**config.mk**
```make
export PLATFORM = sky130hd
export DESIGN_NAME = mem_port_arbiter
export DESIGN_NICKNAME = d
export VERILOG_FILES = /design/src/rtl/mem_arb_pkg.sv /design/src/rtl/rr_pick.sv /design/src/rtl/mem_port_arbiter.sv
export SDC_FILE = /design/constraint.sdc
export NUM_CORES = 1
export LEC_CHECK = 0
export CAP_MARGIN = 30
export CORE_UTILIZATION = 39
export DETAILED_ROUTE_END_ITERATION = 16
export PLACE_DENSITY = 0.78
export SLEW_MARGIN = 20
export SYNTH_ARGS = -nofsm -noshare
export SYNTH_HDL_FRONTEND = slang
export SYNTH_SLANG_ARGS = --single-unit
```
**constraint.sdc**
```tcl
create_clock -name clk -period 5.12 [get_ports clk]
set_input_delay 1.024 -clock clk [delete_from_list [all_inputs] [get_ports clk]]
set_output_delay 1.024 -clock clk [all_outputs]
set_load 0.01 [all_outputs]
```
**src/rtl/mem_arb_pkg.sv**
```systemverilog
// Shared types and helpers for the native-interface memory port arbiter.
package mem_arb_pkg;

  typedef enum logic {
    IDLE = 1'b0,
    BUSY = 1'b1
  } state_e;

  localparam logic [31:0] DEFAULT_ERR_RDATA = 32'hDEAD_BEEF;

  // Index width for n items, never narrower than one bit.
  function automatic int unsigned clog2_min1(input int unsigned n);
    return (n <= 32'd1) ? 32'd1 : $clog2(n);
  endfunction

endpackage

```
**src/rtl/rr_pick.sv**
```systemverilog
// Combinational round-robin selector: first request at or after ptr_i, wrapping.
module rr_pick #(
  parameter int unsigned N   = 2,
  parameter int unsigned IDW = 1
) (
  input  logic [N-1:0]   req_i,
  input  logic [IDW-1:0] ptr_i,
  output logic [N-1:0]   gnt_o,
  output logic [IDW-1:0] idx_o,
  output logic           any_o
);

  logic [2*N-1:0] req_dbl;
  logic [N-1:0]   req_rot;

  // Rotating a doubled copy puts the port at ptr_i in bit 0.
  assign req_dbl = {req_i, req_i};
  assign req_rot = N'(req_dbl >> ptr_i);

  always_comb begin
    int unsigned sel;
    sel   = 0;
    any_o = 1'b0;
    for (int unsigned k = 0; k < N; k++) begin
      if (!any_o && req_rot[k]) begin
        any_o = 1'b1;
        sel   = 32'(ptr_i) + k;
      end
    end
    if (sel >= N) sel = sel - N;
    idx_o = IDW'(sel);
    gnt_o = any_o ? (N'(1) << sel) : '0;
  end

endmodule

```
**src/rtl/mem_port_arbiter.sv**
```systemverilog
// N-to-1 round-robin arbiter for the picorv32 native memory interface,
// with registered non-overlapping transfers and a bus-timeout watchdog.
module mem_port_arbiter
  import mem_arb_pkg::*;
#(
  parameter int unsigned       NUM_PORTS      = 2,
  parameter int unsigned       ADDR_W         = 32,
  parameter int unsigned       DATA_W         = 32,
  parameter int unsigned       TIMEOUT_CYCLES = 256,
  parameter logic [DATA_W-1:0] ERR_RDATA      = DATA_W'(DEFAULT_ERR_RDATA)
) (
  input  logic                                 clk,
  input  logic                                 reset,
  input  logic [NUM_PORTS-1:0]                 s_valid,
  input  logic [NUM_PORTS-1:0]                 s_instr,
  input  logic [NUM_PORTS*ADDR_W-1:0]          s_addr,
  input  logic [NUM_PORTS*DATA_W-1:0]          s_wdata,
  input  logic [NUM_PORTS*DATA_W/8-1:0]        s_wstrb,
  output logic [NUM_PORTS-1:0]                 s_ready,
  output logic [DATA_W-1:0]                    s_rdata,
  output logic                                 mem_valid,
  output logic                                 mem_instr,
  input  logic                                 mem_ready,
  output logic [ADDR_W-1:0]                    mem_addr,
  output logic [DATA_W-1:0]                    mem_wdata,
  output logic [DATA_W/8-1:0]                  mem_wstrb,
  input  logic [DATA_W-1:0]                    mem_rdata,
  output logic [clog2_min1(NUM_PORTS)-1:0]     grant_id,
  output logic                                 bus_err,
  output logic [clog2_min1(NUM_PORTS)-1:0]     err_port
);

  localparam int unsigned IDW = clog2_min1(NUM_PORTS);
  localparam int unsigned SW  = DATA_W / 8;

  state_e                 state_q;
  logic [IDW-1:0]         ptr_q, ptr_d, grant_q, err_port_q;
  logic [NUM_PORTS-1:0]   gnt_oh_q, s_ready_q;
  logic [31:0]            wait_cnt_q;
  logic                   mem_valid_q, mem_instr_q, bus_err_q;
  logic [ADDR_W-1:0]      mem_addr_q;
  logic [DATA_W-1:0]      mem_wdata_q, s_rdata_q;
  logic [SW-1:0]          mem_wstrb_q;

  logic [NUM_PORTS-1:0]   pick_gnt;
  logic [IDW-1:0]         pick_idx;
  logic                   pick_any;
  logic [ADDR_W-1:0]      sel_addr;
  logic [DATA_W-1:0]      sel_wdata;
  logic [SW-1:0]          sel_wstrb;
  logic                   sel_instr;
  logic                   timeout_hit;

  // A port completing this cycle still shows valid; masking it stops a re-grant.
  rr_pick #(
    .N   (NUM_PORTS),
    .IDW (IDW)
  ) u_pick (
    .req_i (s_valid & ~s_ready_q),
    .ptr_i (ptr_q),
    .gnt_o (pick_gnt),
    .idx_o (pick_idx),
    .any_o (pick_any)
  );

  always_comb begin
    sel_addr  = '0;
    sel_wdata = '0;
    sel_wstrb = '0;
    sel_instr = 1'b0;
    for (int unsigned i = 0; i < NUM_PORTS; i++) begin
      if (pick_gnt[i]) begin
        sel_addr  = s_addr[i*ADDR_W +: ADDR_W];
        sel_wdata = s_wdata[i*DATA_W +: DATA_W];
        sel_wstrb = s_wstrb[i*SW +: SW];
        sel_instr = s_instr[i];
      end
    end
  end

  assign ptr_d       = (grant_q == IDW'(NUM_PORTS - 1)) ? '0 : grant_q + 1'b1;
  assign timeout_hit = (TIMEOUT_CYCLES != 0) && (wait_cnt_q == TIMEOUT_CYCLES - 1);

  always_ff @(posedge clk or posedge reset) begin
    if (reset) begin
      state_q     <= IDLE;
      ptr_q       <= '0;
      grant_q     <= '0;
      gnt_oh_q    <= '0;
      wait_cnt_q  <= '0;
      mem_valid_q <= 1'b0;
      mem_instr_q <= 1'b0;
      mem_addr_q  <= '0;
      mem_wdata_q <= '0;
      mem_wstrb_q <= '0;
      s_ready_q   <= '0;
      s_rdata_q   <= '0;
      bus_err_q   <= 1'b0;
      err_port_q  <= '0;
    end else begin
      s_ready_q <= '0;
      bus_err_q <= 1'b0;
      case (state_q)
        IDLE: begin
          if (pick_any) begin
            state_q     <= BUSY;
            mem_valid_q <= 1'b1;
            mem_addr_q  <= sel_addr;
            mem_wdata_q <= sel_wdata;
            mem_wstrb_q <= sel_wstrb;
            mem_instr_q <= sel_instr;
            grant_q     <= pick_idx;
            gnt_oh_q    <= pick_gnt;
            wait_cnt_q  <= '0;
          end
        end
        BUSY: begin
          wait_cnt_q <= wait_cnt_q + 32'd1;
          // mem_ready takes priority when it coincides with the timeout threshold.
          if (mem_ready || timeout_hit) begin
            state_q     <= IDLE;
            mem_valid_q <= 1'b0;
            s_ready_q   <= gnt_oh_q;
            ptr_q       <= ptr_d;
            if (mem_ready) begin
              s_rdata_q <= mem_rdata;
            end else begin
              s_rdata_q  <= ERR_RDATA;
              bus_err_q  <= 1'b1;
              err_port_q <= grant_q;
            end
          end
        end
        default: state_q <= IDLE;
      endcase
    end
  end

  assign s_ready   = s_ready_q;
  assign s_rdata   = s_rdata_q;
  assign mem_valid = mem_valid_q;
  assign mem_instr = mem_instr_q;
  assign mem_addr  = mem_addr_q;
  assign mem_wdata = mem_wdata_q;
  assign mem_wstrb = mem_wstrb_q;
  assign grant_id  = grant_q;
  assign bus_err   = bus_err_q;
  assign err_port  = err_port_q;

endmodule

```
# After elaboration in Yosys (flattened, before gate mapping)

Index checks and enable logic that the tools add are counted.

Input bits: 175
Register bits after elaboration: 143
Output and inout bits: 107

Bitwise gates (word level): 4
Mux-type cells: 29
Reduce and logical (&&, ||, !) cells: 7
Order comparisons: 1
$add $sub $neg: 4
Shift operators: 2
Eq/ne operators: 3

Operators with widths:

| operator                                               | number |
|---|---|
| 2-to-1 mux 32 bit                                      | 8 |
| one-hot mux 32 bit (2 select lines)                    | 1 |
| adder 32 x 1 -> 32 bit (second input constant)         | 1 |
| equality test 32 x 8 -> 1 bit (second input constant)  | 1 |
| >= comparator 32 x 2 -> 1 bit (second input constant)  | 1 |
| << shifter 1 x 32 -> 2 bit (first input constant)      | 1 |
| subtractor 32 x 2 -> 32 bit (second input constant)    | 1 |
| 2-to-1 mux 1 bit                                       | 13 |
| 2-to-1 mux 4 bit                                       | 2 |
| 2-to-1 mux 2 bit                                       | 3 |
| AND reduction 2 bit                                    | 3 |
| one-hot mux 1 bit (2 select lines)                     | 2 |
| right shift 4 x 1 -> 2 bit                             | 1 |
| AND reduction 3 bit                                    | 1 |
| adder 1 x 1 -> 2 bit (second input constant)           | 1 |
| bitwise AND 2 bit                                      | 1 |
| inequality test 2 x 1 -> 1 bit (second input constant) | 1 |
| inequality test 2 bit (second input constant)          | 1 |
| inverter 1 bit                                         | 2 |
| inverter 2 bit                                         | 1 |
| adder 1 bit (second input constant)                    | 1 |
| logical AND 1 bit                                      | 1 |
| logical NOT 1 bit                                      | 1 |
| logical OR 1 bit                                       | 1 |

# Logic depth before layout (Yosys ltp)

Depth after elaboration: 13
Depth in mapped cells: 8
Gate-level depth less buffers: 5

# By module

From an unflattened synthesis, not the netlist that was laid out.

Cells, all modules: 657
Area total of the unflattened synthesis: 6369.9 sq um

Modules (own cells, without submodules):

| module           | cells each | area an instance (sq um) | seq. area each (sq um) | instances |
|---|---|---|---|---|
| mem_port_arbiter | 652        | 6337.3                   | 3578.4                 | 1 |
| rr_pick          | 5          | 32.5                     | 0.0                    | 1 |

# Worst setup path after synthesis

OpenSTA, ideal clock, no wires.

Path kind: in2reg
Start: in s_valid[0]
End: reg mem_wdata_q[0] (netlist: mem_wdata[0])
Path buffers: 3
Arrival: 2.198 ns
Stages on the path: 7
Slack: 2.781 ns
Required time: 4.979 ns
Path through: or3b_2 -> and2_1 -> buf_2 -> buf_2 -> buf_2 -> nand2_1 -> a31oi_1

Cells in the longest elaborated chain, start to end: 12
Elaborated cells between the ends (all ways): 16
Classes of those cells: add/sub (1); order compare (1); shift (2); mux (8); bitwise (1); reduce/logical (3)

RTL lines:

| item                                                                         | line                    | source |
|---|---|---|
| start: declaration                                                           | mem_port_arbiter.sv:14  | `input logic [NUM_PORTS-1:0] s_valid,` |
| bitwise AND 2 bit *                                                          | mem_port_arbiter.sv:59  | `.req_i (s_valid & ~s_ready_q),` |
| right shift 4 x 1 -> 2 bit *                                                 | rr_pick.sv:18           | `assign req_rot = N'(req_dbl >> ptr_i);` |
| 2-to-1 mux 1 bit                                                             | rr_pick.sv:25           | `if (!any_o && req_rot[k]) begin` |
| logical NOT 1 bit                                                            | rr_pick.sv:25           |  |
| logical AND 1 bit                                                            | rr_pick.sv:25           |  |
| 2-to-1 mux 32 bit                                                            | rr_pick.sv:25           |  |
| subtractor 32 x 2 -> 32 bit or >= comparator 32 x 2 -> 1 bit (tied branches) | rr_pick.sv:30           | `if (sel >= N) sel = sel - N;` |
| 2-to-1 mux 32 bit                                                            | rr_pick.sv:30           |  |
| << shifter 1 x 32 -> 2 bit                                                   | rr_pick.sv:32           | `gnt_o = any_o ? (N'(1) << sel) : '0;` |
| 2-to-1 mux 2 bit                                                             | rr_pick.sv:32           |  |
| 2-to-1 mux 32 bit (2 in a row)                                               | mem_port_arbiter.sv:72  | `if (pick_gnt[i]) begin` |
| end signal: assignment                                                       | mem_port_arbiter.sv:109 | `mem_wdata_q <= sel_wdata;` |
| end: declaration                                                             | mem_port_arbiter.sv:42  | `logic [DATA_W-1:0] mem_wdata_q, s_rdata_q;` |

Mark *: on every way between the ends. The rest lies on a longest branch, timed or not.
A chain may end at the register's enable or synchronous reset.

# Final worst setup path

Start: in s_valid[1]
End: reg mem_wdata_q[13] (netlist: mem_wdata[13])

Same word-level chain as after synthesis.

==> results list <==
- Relative max-transition margin: 42.7%
- DRC marker count from the first detailed-route iteration: 480
- Number of hold violations in the final report: 0
* Clock tree from TritonCTS: built
- For the pin with the worst max-slew slack, the measured transition is 0.853 ns.
- Portion of total power attributed to the clock network: 26.0%
* Power density relative to cell area: 473 mW/mm^2
- Starting Density: 39.8%
* Switching power: 1.57 mW
- Most used flip-flop cell after synthesis: dfrtp_1
* Mean area per synthesized cell: 9.07 um^2
- Clock-pin slew was measured on the worst setup and hold paths at 0.06 ns.
- STA puts the critical path data required time at 5.45 ns.
- Share of the synthesized netlist area taken by xor and xnor gates: 0.133%
- The worst path uses 64.0% of the clock period.
* Floorplan die width: 132 um
* Total grt overflow: 0
* Cts-stage hold buffer count: 0
- Number of synthesized flops with an enable pin: 0
* Initial antenna violation count: 1
- Via/cell ratio: 5.06
- Wires add up to 19,500 um.
- For this run, the number of Yosys warnings is 0.
- The worst register-to-register path has a depth of 5.
- Entering global routing, the biggest net connects 91 pins.
* Adder and majority cell fraction of the synthesized area: 0.190%
* Buffers on Ports: 281
- Synthesis-stage register bit count: 143
- Placeable Area: 0.0165 mm^2
* Top-Level Pins: 282
- The clock tree synthesis step divided the H-tree into 4 levels.
* Filler cell count: 1,404
- The worst register-to-register path has a setup slack of 2.51 ns.
* DR vias: 6,152
* Source-to-sink clock delay at the later pin of the worst-skew pair: 0.42 ns
* Post-Route Hold Slack: 0.477 ns
- Area growth from synthesis to layout: 54.3%
- In the post-synthesis netlist, the cell with the most instances is nand2_1.
* Hold EP: wait_cnt_q[7]$_DFFE_PP0P_
- Clock skew: 0.00734 ns
* Met2 Wirelength: 9610 um
- By area, the combinational part of the netlist is dominated by simple AND/OR/NAND/NOR gates.
- Once layout is complete, the cells apart from fillers number 1,217.
- Count of nets left with antenna violations after detail routing: 0
* Internal power: 3.23 mW
- The worst setup path is of the in -> reg kind.
- Across every metal layer, demand over resource in global routing totals 23.2%.
- Asr flop ratio synth: 100%
- The detailed router used layers up to and including met4.
* Clock Sink Count: 143
- Remaining routing DRC violations: 0
* Synth area leader: dfrtp_1
* Fraction of layout cells with a size suffix above 1: 7.63%
- Post-synth cell types: 43
- The number of nets in the synthesized netlist is 900.
* Gp weighted congestion: 0.814
- For this run, the top clock speed supported by timing is 305 MHz.
* Critical path peak fanout: 39
- The worst register-to-register path ends at mem_wdata[13]$_DFFE_PP0P_.
- For this block, wires on met1 add up to 7960 um.
* Count of placed standard cells including taps: 1,184
- Comb power frac: 37.4%
- Max Transition Viols Final: 0
- Summed over all nets, wire length on met3 after detailed routing comes to 1420 um.
- Summed over its instances, the top area cell type makes up 54.5% of the synthesized netlist area.
- Final Power: 4.80 mW
- After synthesis, flip-flops and latches occupy 54.5% of the total area.
- Standby leakage power: 4.18 nW
- The startpoint identified for the worst register-to-register timing path is s_ready[1]$_DFF_PP0_.
- The cell area that synthesis handed to floorplanning was 0.00657 mm^2.
- STA classifies the critical path endpoint as a flip-flop.
- First-pass GRT wire length: 31,500 um
- In this run the post-CTS setup repair buffer count came out at 0.
- HPWL Detailed: 13,900 um
- Max-cap violations in this run came to 0.
- Hold Path Class: reg -> reg
- Setup violations remaining at the end of the flow were counted as 0.
- Category of the worst setup path launch point: input port
- Number of standard-cell rows in the floorplan: 47
- The die covers 0.0174 mm^2.
* Fraction of power spent switching nets: 32.7%
- Post-synthesis mux area share: 2.95%
- Clock Root Buffer: clkbuf_16
- Post-CTS repair changed the size of 0 cells.
- Post-route setup TNS: 0 ns
- Clock buffer count from CTS: 17
- STA puts the critical path data arrival time at 3.61 ns.
* Synth cell count leaders: nand2_1 (178), dfrtp_1 (143), nor2_1 (110), a31oi_1 (61), clkbuf_1 (35)
* Setup repair after global routing missed its margin: false
* Vias in the first global route: 6,116
- Origin of the worst min-delay path: wait_cnt_q[7]$_DFFE_PP0P_
- Gate count after technology mapping: 724
* Worst IR drop on VDD: 0.000298 V
- Summing the areas of all compound-gate instances in the mapped netlist gives 14.8% of the synthesized area.
- After Yosys synthesis, and, or, nand and nor cells account for 23.4% of the synthesized area.
- Status: finished, final reports clean
- Fin crit period: 3.28 ns
- Max Buffers Root-to-Sink: 2
- The floorplan step set the die height to 132 um.
- Of the total power, registers draw 36.5%.
- Final layout net count: 1,159
* Average wire per cell in the routed design: 16.0 um
- Number of iterations in the first detailed-routing pass: 4
* Cells on Worst Hold Path: 1
* Largest cells by area after synthesis: dfrtp_1 (54%), nand2_1 (10%), nor2_1 (6.3%), a31oi_1 (5.8%), mux2i_1 (2.4%)
-- per-layer routing --
metal	vias to the layer above	GRT usage (%)
met4	0	10.1
li1	3016	-
met3	30	7.11
met2	218	38.0
met5	-	0
met1	2888	28.3
-- layout by cell type, fill, tap and decap left out, types with 7 or more instances in the layout --
cell / count
clkbuf_16: 17
buf_4: 9
nand3_1: 16
and4_1: 9
o21ai_0: 28
nand2_1: 177
nor2_1: 110
mux2i_1: 16
o31ai_1: 7
a21oi_2: 18
a31oi_1: 61
nand4_1: 9
clkdlybuf4s50_1: 281
a22oi_1: 11
dfrtp_1: 142
nor4_1: 13
-- worst max-delay path by stage --
stage / startpoint / end / slack (ns)
after detailed placement: s_valid[1] / mem_wdata[7]$_DFFE_PP0P_ / 1.44
after global routing: s_valid[1] / mem_wdata[13]$_DFFE_PP0P_ / 1.61
after floorplan: reset / bus_err$_DFF_PP0_ / 0.26
after CTS: s_valid[1] / mem_wdata[13]$_DFFE_PP0P_ / 1.82
final: s_valid[1] / mem_wdata[13]$_DFFE_PP0P_ / 1.84
after global placement: s_valid[1] / mem_addr[14]$_DFFE_PP0P_ / 1.50
-- state kept, by name, indices dropped and copies added, names as in the netlist, 2 cells and up --
| signal | cells |
|---|---|
| wait_cnt_q | 32 |
| mem_wstrb | 4 |
| gnt_oh_q | 2 |
| s_ready | 2 |
| mem_wdata | 32 |
| s_rdata | 32 |
| mem_addr | 32 |
-- layout make-up --
type | instances | area (um^2) | share of cell area (%)
Antenna cell | 1 | 2.50 | 0.0247
Clock buffer | 19 | 453 | 4.47
Clock inverter | 13 | 151 | 1.49
Inverter | 7 | 31.3 | 0.309
Multi-Input combinational cell | 522 | 2730 | 27.0
Sequential cell | 143 | 3580 | 35.3
Tap cell | 220 | 275 | 2.72
Timing Repair Buffer | 292 | 2910 | 28.7
-- through the flow --
step,area [um^2],setup slack (ns),util (%)
floorplan,6570,0.258,-
global placement,9500,1.50,57.5
detailed placement,9530,1.44,57.7
CTS,10100,1.82,61.3
global route,10100,1.61,61.3
finish,10100,1.84,61.3
-- worst max-delay path, cell delays in order --
cell,delay [ns]
clkdlybuf4s50_1,0.45
nor2b_1,0.57
and2_2,0.77
buf_4,0.45
nand2_1,0.12
a31oi_1,0.21
-- cells by family after synthesis --
logic type / after synthesis
AOI/OAI and AO/OA: 144
xor gates and xnor gates: 1
buffers and inverters: 59
adders and majority gates: 1
and+or+nand+nor: 357
DFF: 143
muxes: 19
-- power groups by stage --
stage | Clock, mW | Combinational (mW) | Sequential (mW)
final | 1.25 | 1.80 | 1.75
after global routing | 1.33 | 1.95 | 1.80
after CTS | 1.28 | 1.82 | 1.75
after detailed placement | 0 | 1.80 | 1.76
after global placement | 0 | 1.78 | 1.75
after floorplan | 0 | 0.622 | 1.88
No activity file was read; power rests on OpenSTA's default activity.
